<file path="src/rtl/audio_sample_player_pkg.sv">
// Shared definitions for the audio sample player: FSM state encoding,
// midscale constant, default sample-period divider and small datapath helpers.
package audio_pkg;

  typedef enum logic [1:0] {
    IDLE      = 2'b00,
    WAIT_TICK = 2'b01,
    READ      = 2'b10,
    CAPTURE   = 2'b11
  } state_e;

  localparam logic [15:0] MIDSCALE           = 16'h8000;
  localparam int          DEFAULT_SAMPLE_DIV = 2268;

  // Attenuation is a plain arithmetic shift; negative samples round toward -inf.
  function automatic logic signed [15:0] attenuate(input logic signed [15:0] s,
                                                   input logic        [2:0]  sh);
    return s >>> sh;
  endfunction

  // Saturating increment: the counter sticks at all-ones instead of wrapping.
  function automatic logic [15:0] sat_inc16(input logic [15:0] v);
    return (v == 16'hFFFF) ? v : v + 16'd1;
  endfunction

endpackage

</file>
<file path="src/rtl/audio_sample_player_if.sv">
// FIFO read port between the sample FIFO (slave) and the player (master).
interface audio_sample_player_if;
  logic        fifo_empty;
  logic [15:0] fifo_dout;
  logic        fifo_rd;

  modport master (output fifo_rd, input fifo_empty, input fifo_dout);
  modport slave  (input fifo_rd, output fifo_empty, output fifo_dout);
endinterface

</file>
<file path="src/rtl/audio_sample_player_sd_dac.sv">
// First-order sigma-delta modulator: 16-bit offset-binary input, 1-bit output.
// The carry out of the 16-bit accumulation is the output bit, so the pin
// duty cycle equals din_i / 65536.
module sd_dac_1st (
  input  logic        clk,
  input  logic        rst,
  input  logic [15:0] din_i,
  output logic        dout_o
);

  logic [16:0] acc_q;
  logic [16:0] acc_d;

  assign acc_d  = {1'b0, acc_q[15:0]} + {1'b0, din_i};
  assign dout_o = acc_q[16];

  // Accumulate every cycle; bit 16 of the registered sum is the DAC pin.
  always_ff @(posedge clk) begin
    if (rst) begin
      acc_q <= '0;
    end else begin
      acc_q <= acc_d;
    end
  end

endmodule

</file>
<file path="src/rtl/audio_sample_player.sv">
// Audio sample player: pops one signed PCM word from the sample FIFO per
// sample period, attenuates it by a 3-bit shift and drives a 1-bit
// sigma-delta DAC pin. Empty FIFO at a tick is reported as an underrun.
module audio_sample_player
  import audio_pkg::*;
#(
  parameter int SAMPLE_DIV = DEFAULT_SAMPLE_DIV,
  parameter int CNT_W      = 16
) (
  input  logic                          clk,
  input  logic                          rst,
  input  logic                          enable,
  input  logic [2:0]                    volume,
  audio_sample_player_if.master         fifo,
  output logic                          audio_out,
  output logic                          sample_tick,
  output logic                          playing,
  output logic                          underrun,
  output logic [15:0]                   underrun_cnt,
  output logic [15:0]                   cur_sample
);

  localparam logic [CNT_W-1:0] DIV_LAST = CNT_W'(SAMPLE_DIV - 1);

  state_e             state_q;
  logic [CNT_W-1:0]   div_q;
  logic signed [15:0] cur_sample_q;
  logic               fifo_rd_q;
  logic               playing_q;
  logic               underrun_q;
  logic [15:0]        underrun_cnt_q;

  logic               tick;
  logic signed [15:0] att;
  logic [15:0]        dac_in;

  // Ticks only exist while waiting; READ/CAPTURE can never reach DIV_LAST
  // because the period is at least four cycles.
  assign tick = (state_q == WAIT_TICK) && (div_q == DIV_LAST);

  // Playback FSM with divider, sample register and underrun counter; all
  // outputs are registered alongside the state.
  always_ff @(posedge clk) begin
    if (rst) begin
      state_q        <= IDLE;
      div_q          <= '0;
      cur_sample_q   <= '0;
      fifo_rd_q      <= 1'b0;
      playing_q      <= 1'b0;
      underrun_q     <= 1'b0;
      underrun_cnt_q <= '0;
    end else begin
      fifo_rd_q  <= 1'b0;
      underrun_q <= 1'b0;
      case (state_q)
        IDLE: begin
          div_q        <= '0;
          cur_sample_q <= '0;
          if (enable) begin
            state_q   <= WAIT_TICK;
            playing_q <= 1'b1;
          end
        end
        WAIT_TICK: begin
          if (!enable) begin
            // Stopping wins over a coincident tick: no read, no underrun.
            state_q      <= IDLE;
            div_q        <= '0;
            cur_sample_q <= '0;
            playing_q    <= 1'b0;
          end else if (tick) begin
            div_q <= '0;
            if (fifo.fifo_empty) begin
              underrun_q     <= 1'b1;
              underrun_cnt_q <= sat_inc16(underrun_cnt_q);
            end else begin
              state_q   <= READ;
              fifo_rd_q <= 1'b1;
            end
          end else begin
            div_q <= div_q + 1'b1;
          end
        end
        READ: begin
          // Always completes so a popped word is never dropped.
          div_q   <= div_q + 1'b1;
          state_q <= CAPTURE;
        end
        CAPTURE: begin
          cur_sample_q <= fifo.fifo_dout;
          if (!enable) begin
            state_q   <= IDLE;
            div_q     <= '0;
            playing_q <= 1'b0;
          end else begin
            state_q <= WAIT_TICK;
            div_q   <= div_q + 1'b1;
          end
        end
      endcase
    end
  end

  assign att    = attenuate(cur_sample_q, volume);
  assign dac_in = att ^ MIDSCALE;

  sd_dac_1st u_dac (
    .clk    (clk),
    .rst    (rst),
    .din_i  (dac_in),
    .dout_o (audio_out)
  );

  assign fifo.fifo_rd = fifo_rd_q;
  assign sample_tick  = tick;
  assign playing      = playing_q;
  assign underrun     = underrun_q;
  assign underrun_cnt = underrun_cnt_q;
  assign cur_sample   = cur_sample_q;

endmodule

</file>
<file path="src/flat_wrapper.sv">
// flat-port wrapper written by rule: the top's interface ports become plain ports
module audio_sample_player_flat import audio_pkg::*;
#(
  parameter int SAMPLE_DIV = DEFAULT_SAMPLE_DIV,
  parameter int CNT_W      = 16
)
  (clk, rst, enable, volume, audio_out, sample_tick, playing, underrun, underrun_cnt, cur_sample, fifo_fifo_rd, fifo_fifo_empty, fifo_fifo_dout);
  audio_sample_player_if fifo_i ();
  input  logic clk;
  input  logic rst;
  input  logic enable;
  input  logic [2:0] volume;
  output logic audio_out;
  output logic sample_tick;
  output logic playing;
  output logic underrun;
  output logic [15:0] underrun_cnt;
  output logic [15:0] cur_sample;
  output wire logic [$bits(fifo_i.fifo_rd)-1:0] fifo_fifo_rd;
  input wire logic [$bits(fifo_i.fifo_empty)-1:0] fifo_fifo_empty;
  input wire logic [$bits(fifo_i.fifo_dout)-1:0] fifo_fifo_dout;
  assign fifo_fifo_rd = fifo_i.fifo_rd;
  assign fifo_i.fifo_empty = fifo_fifo_empty;
  assign fifo_i.fifo_dout = fifo_fifo_dout;
  audio_sample_player #(.SAMPLE_DIV(SAMPLE_DIV), .CNT_W(CNT_W)) u_core (.clk(clk), .rst(rst), .enable(enable), .volume(volume), .fifo(fifo_i), .audio_out(audio_out), .sample_tick(sample_tick), .playing(playing), .underrun(underrun), .underrun_cnt(underrun_cnt), .cur_sample(cur_sample));
endmodule
</file>
<file path="config.mk">
export PLATFORM = sky130hd
export DESIGN_NAME = audio_sample_player_flat
export DESIGN_NICKNAME = d
export VERILOG_FILES = /design/src/rtl/audio_sample_player_pkg.sv /design/src/rtl/audio_sample_player_if.sv /design/src/rtl/audio_sample_player_sd_dac.sv /design/src/rtl/audio_sample_player.sv /design/src/flat_wrapper.sv
export SDC_FILE = /design/constraint.sdc
export NUM_CORES = 1
export LEC_CHECK = 0
export CORE_UTILIZATION = 54
export CTS_CLUSTER_DIAMETER = 120
export DETAILED_ROUTE_END_ITERATION = 10
export HOLD_SLACK_MARGIN = 0.06
export PLACE_DENSITY_LB_ADDON = 0.05
export SYNTH_ARGS = -nofsm -noshare
export SYNTH_HDL_FRONTEND = slang
export SYNTH_SLANG_ARGS = --single-unit
</file>
<file path="constraint.sdc">
create_clock -name clk -period 3.6 [get_ports clk]
set_input_delay 0.36 -clock clk [delete_from_list [all_inputs] [get_ports clk]]
set_output_delay 0.36 -clock clk [all_outputs]
set_load 0.01 [all_outputs]
</file>
# Word-level counts from Yosys, hierarchy flattened
# Cells that the tools add are included.
dict set report totals {
  romBits 0
  elab_cells 54
  mem_bits_rw 0
  n_memories 0
  latchBits 0
  input_bits 23
  register_bits 70
  output_inout_bits 37
}
dict set report op_classes {
  n_bitwise 5
  shifts 1
  n_eq_ne 10
  n_mux 17
  n_reduce_logical 10
  multipliers 0
  addsub 3
  n_lt_le_gt_ge 0
  div 0
}
# cell n
set op_table {}
lappend op_table {{2-to-1 mux 16 bit} 4}
lappend op_table {{one-hot mux 16 bit (4 select lines)} 1}
lappend op_table {{one-hot mux 16 bit (3 select lines)} 1}
lappend op_table {{adder 16 x 1 -> 16 bit, second input constant} 2}
lappend op_table {{adder 16 x 16 -> 17 bit} 1}
lappend op_table {{equality test 16 x 12 -> 1 bit, second input constant} 1}
lappend op_table {{equality test 16 bit, second input constant} 1}
lappend op_table {{>>> shifter 16 x 3 -> 16 bit} 1}
lappend op_table {{2-to-1 mux 2 bit} 4}
lappend op_table {{one-hot mux 2 bit (4 select lines)} 1}
lappend op_table {{inequality test 2 bit, second input constant} 3}
lappend op_table {{inequality test 3 bit, second input constant} 2}
lappend op_table {{AND reduction 3 bit} 2}
lappend op_table {{2-to-1 mux 1 bit} 5}
lappend op_table {{inverter 1 bit} 5}
lappend op_table {{AND reduction 5 bit} 1}
lappend op_table {{equality test 2 bit, second input constant} 2}
lappend op_table {{OR reduction 4 bit} 1}
lappend op_table {{nonzero test 3 bit} 1}
lappend op_table {{equality test 2 x 1 -> 1 bit, second input constant} 1}
lappend op_table {{logical NOT 2 bit} 1}
lappend op_table {{one-hot mux 1 bit (2 select lines)} 1}
lappend op_table {{AND reduction 2 bit} 1}
lappend op_table {{nonzero test 2 bit} 1}
lappend op_table {{2 further kinds} 2}

# Longest topological paths before layout
dict set report logic_depth {
  ltp_word 5
  ltp_mapped 15
  ltp_nobuf 13
}

# Cells and area by module
# A second synthesis with hierarchy kept.
dict set report unflattened {
  hier_cells 473
  area_unflattened_um2 3897.5
}
# module cells_per_inst seq_area_each_um2 area_per_inst_um2 instances
set by_module_without_submodules {}
lappend by_module_without_submodules {audio_sample_player 337 1061.0 2716.4 1}
lappend by_module_without_submodules {sd_dac_1st 136 340.3 1181.1 1}

# Worst setup path before layout
# OpenSTA, ideal clock, no wires.
dict set report synth_path {
  path_type {input to register}
  startpoint {in volume[1]}
  endpoint {reg u_core.u_dac.acc_q[15]}
  path_stages 13
  t_arrival_ns 3.089
  t_required_ns 3.479
  setup_time_ns 0.121
  n_path_buf 2
  setup_slack_ns 0.390
  cell_sequence {clkbuf_1 > buf_2 > mux2i_1 > a21oi_1 > a21oi_1 > inv_1 > ha_1 > a211oi_1 > o21ai_0 > nand3_1 > nand2_1 > a221oi_1 > mux2_2}
}
dict set report synth_via {
  elab_chain_cells 3
}
# item line_no
set synth_lines {}
lappend synth_lines {{start, declared} flat_wrapper.sv:12} ;# input logic [2:0] volume;
lappend synth_lines {{>>> shifter 16 x 3 -> 16 bit (*)} audio_sample_player_pkg.sv:18} ;# return s >>> sh;
lappend synth_lines {{inverter 1 bit (no line)} n/a}
lappend synth_lines {{adder 16 x 16 -> 17 bit (*)} audio_sample_player_sd_dac.sv:14} ;# assign acc_d = {1'b0, acc_q[15:0]} + {1'b0, din_i};
lappend synth_lines {{end signal, assigned} audio_sample_player_sd_dac.sv:20} ;# acc_q <= '0;
lappend synth_lines {{end signal, assigned} audio_sample_player_sd_dac.sv:22} ;# acc_q <= acc_d;
lappend synth_lines {{end, declared} audio_sample_player_sd_dac.sv:11} ;# logic [16:0] acc_q;
# Mark *: on every way between the ends. The rest lies on a longest branch, timed or not.
# A chain may end at the register's enable or synchronous reset.

# Final worst setup path
dict set report layout_path {
  startpoint {in volume[1]}
  endpoint {reg u_core.u_dac.acc_q[14]}
}
dict set report layout_via {
  elab_chain_cells 2
}
# item line_no
set layout_lines {}
lappend layout_lines {{>>> shifter 16 x 3 -> 16 bit} audio_sample_player_pkg.sv:18}
lappend layout_lines {{adder 16 x 16 -> 17 bit} audio_sample_player_sd_dac.sv:14}
# No other way between the ends.

==> results.cfg <==
[critical_path]
worst_path_most_repeated_cell = mux2_2
start_kind = input pin
r2r_cells = 12
rrSetupSlack_ns = 0.77
crit_type = input pin to flop
path_delay_family = compound AO/OA/AOI/OAI gates
path_cells = clkdlybuf4s50_1, buf_12, mux2_2, or2_2, a31o_2, ha_1, o21a_1, o31a_1, o31ai_1, a21oi_1, a31oi_1, mux2_2
worst_path_largest_cell_delay_ns = 0.51
crit_arrival_ns = 3.47
critPathBufInv = 2
crit_path_end_kind = flop
reg2reg_from = u_core.cur_sample[15]$_SDFFE_PP0P_
required_ns = 3.85
critPathMaxFanout = 18
critPathSlowestCell = clkdlybuf4s50_1
timing.rr.end = u_core.u_dac.acc_q[14]$_SDFF_PP0_

[sta]
finalCriticalPeriod_ns = 3.21
slew_headroom_pct = 23.4
fin_crit_sh_pct = 89.3
finalSetupViolCount = 0
clock.fmax_ghz = 0.311
final-hold-violation-count = 0
fin_worst_skew_ns = 0.0155
drv_slew = 0
rsz0062_at_grt = no
worstMarginPinSlew_ns = 1.14
setup_tns_ns = 0

[clock_tree]
clockRootBuffer = clkbuf_8
cts_resized = 0
postCtsSetupBuffers = 0
cts_tree = yes
cts_buffers = 9
ctsHoldBuffers = 0
htreeDepth = 3
clk_pin_slew_worst_paths_ns = 0.09
cts_sinks = 70
clk_path_buf_depth = 2
clk_latency_ns = 0.35

[final_layout]
register_area_mm2 = 0.00140
layout-drive-gt1-share_pct = 9.73
nFillCells = 547
syn_to_final_growth_pct = 24.4
final_common_cell = dfxtp_1
mostFrequentLayoutCells = dfxtp_1 (70), nor2_1 (68), clkdlybuf4s50_1 (59)
multi_input_area_mm2 = 0.00229
fin_nets = 551
diodes = 0

[placed_design]
hpwl_mm = 6.01
globalplace.congestion = 0.924
io_buffer_count = 59

[hold_path]
hp-class = flop to flop
hold_path_end = u_core.div_q[0]$_SDFF_PP0_
holdPathStages = 1
min_from = u_core.div_q[0]$_SDFF_PP0_

[power_and_ir_drop]
cellPowerDensity_mw_per_mm2 = 356
power_leakage_uw = 0.00189
total_power_uw = 1690
peakVddDrop_mv = 0.226

[route]
ant_nets = 0
drt-total-wl_mm = 8.32
viasPerCell = 5.39
vias = 3288
first_iter_violations = 113
route.detailed.drc = 0
routedWlPerCell_um = 13.6
drtPass1Iterations = 4

[logic_synthesis]
synth_edf_count = 0
synth_compound_area_share_pct = 14.7
ys_seq_area_share_pct = 36.7
ys_ff_latch = 70
synthArstFlopShare_pct = 0
netlist.area_leader.share_pct = 36.7
synth_area_mm2 = 0.00382
synth_top_family_by_area = simple AND/OR/NAND/NOR gates
synthCells = 444
synth.area.top_cells = dfxtp_1 (37%), nor2_1 (6.7%), ha_1 (5.9%)
yosys.area.top_type = dfxtp_1
synthSimpleGateAreaFrac_pct = 23.5
synthAdderAreaFrac_pct = 6.42
yosys-mux-area-fraction_pct = 7.50
synth_cell_type_count = 47
synth-xor-area-share_pct = 7.57
synthFlopType = dfxtp_1
syn_nets = 486
yosys_warnings = 0
synth.avg_cell_area_um2 = 8.60

[floorplanning]
io_pins = 60
rows = 30
die_area_mm2 = 0.00741
die_h_um = 86.1
floorplan.initialDensity_pct = 56.2
fp.coreArea_mm2 = 0.00679
fp.dieW_um = 86.1

[job]
maxCapViolCount = 0

[grt]
grt-ovfl-total = 0
grt_pass1_wl_mm = 13.9
grt_util_all_layers_pct = 23.7
grt_pass1_vias = 3030
antenna_found_initial = 0
grt_max_degree = 44

[outcome]
status = completed
-- sequential cells by signal, indices dropped and copies added (netlist names), named ones only --
| signal | cells |
|---|---|
| u_core.cur_sample | 16 |
| u_core.div_q | 16 |
| u_core.fifo.fifo_rd | 1 |
| u_core.playing | 1 |
| u_core.state_q | 1 |
| u_core.u_dac.acc_q | 17 |
| u_core.underrun | 1 |
| u_core.underrun_cnt | 16 |
-- how the worst max path moves through the flow --
stage / startpoint / to / slack [ns] / depth (start not counted)
2_1_floorplan: volume[1] / u_core.u_dac.acc_q[15]$_SDFF_PP0_ / 0.39 / 13
3_3_place_gp: volume[1] / u_core.u_dac.acc_q[14]$_SDFF_PP0_ / 0.08 / 12
3_5_place_dp: volume[1] / u_core.u_dac.acc_q[14]$_SDFF_PP0_ / 0.04 / 12
4_1_cts: volume[1] / u_core.u_dac.acc_q[14]$_SDFF_PP0_ / 0.43 / 12
5_1_grt: volume[1] / u_core.u_dac.acc_q[15]$_SDFF_PP0_ / 0.17 / 14
6_report: volume[1] / u_core.u_dac.acc_q[14]$_SDFF_PP0_ / 0.39 / 12
-- Yosys cell counts, types with 6 or more instances --
cell      number
a211oi_1       6
a21o_1         7
a21oi_1       20
a22o_1        16
and3_1         8
clkbuf_1      11
dfxtp_1       70
ha_1          18
inv_1         15
mux2_2        11
mux2i_1       14
nand2_1       35
nand3_1       18
nor2_1        68
nor2b_1        8
nor3_1        17
nor4_1         6
o21ai_0       20
xnor2_1       24
xor2_1         9
-- cell type report --
class,instances,share of cell area (%)
Inverter,15,1.18
Clock inverter,7,1.63
Clock buffer,9,2.61
Multi-Input combinational cell,343,48.1
Timing Repair Buffer,70,14.4
Tap cell,96,2.53
Sequential cell,70,29.5
-- metrics by stage --
stage | hold slack, ns | utilization, % | cells | setup WS, ns | instance area [µm²]
floorplan | 0.418 | - | 444 | 0.390 | 3820
global placement | 0.427 | 67.0 | 594 | 0.0845 | 4550
detailed placement | 0.445 | 67.0 | 594 | 0.0445 | 4550
CTS | 0.462 | 69.9 | 610 | 0.425 | 4750
global route | 0.502 | 69.9 | 610 | 0.167 | 4750
finish | 0.458 | 69.9 | 610 | 0.385 | 4750
-- where the power goes --
part           internal, µW  switching, µW
Clock                   329            332
Combinational           106            116
Sequential              799           11.9
Total                  1230            460
-- worst reg2reg max path: cells and delay by family (launching register included) --
| family | cells | cell delay (ns) |
|---|---|---|
| fa+ha+maj | 1 | 0.28 |
| buf+inv | 1 | 0.13 |
| compound gates | 4 | 0.83 |
| simple gates | 3 | 0.25 |
| flops | 1 | 0.42 |
| mux | 3 | 0.83 |
-- layer usage --
metal	wire [µm]	global-route usage, %
met1	3880	29.7
met3	283	6.16
met2	4030	39.8
met5	0	0
met4	133	7.58
-- logic make-up after synthesis --
kind of cell / count (synthesis)
and+or+nand+nor: 179
buffers and inverters: 31
DFF: 70
adders and majority gates: 19
AOI/OAI and AO/OA: 85
muxes: 27
xor gates and xnor gates: 33
Power figures use the tool's default switching activity.
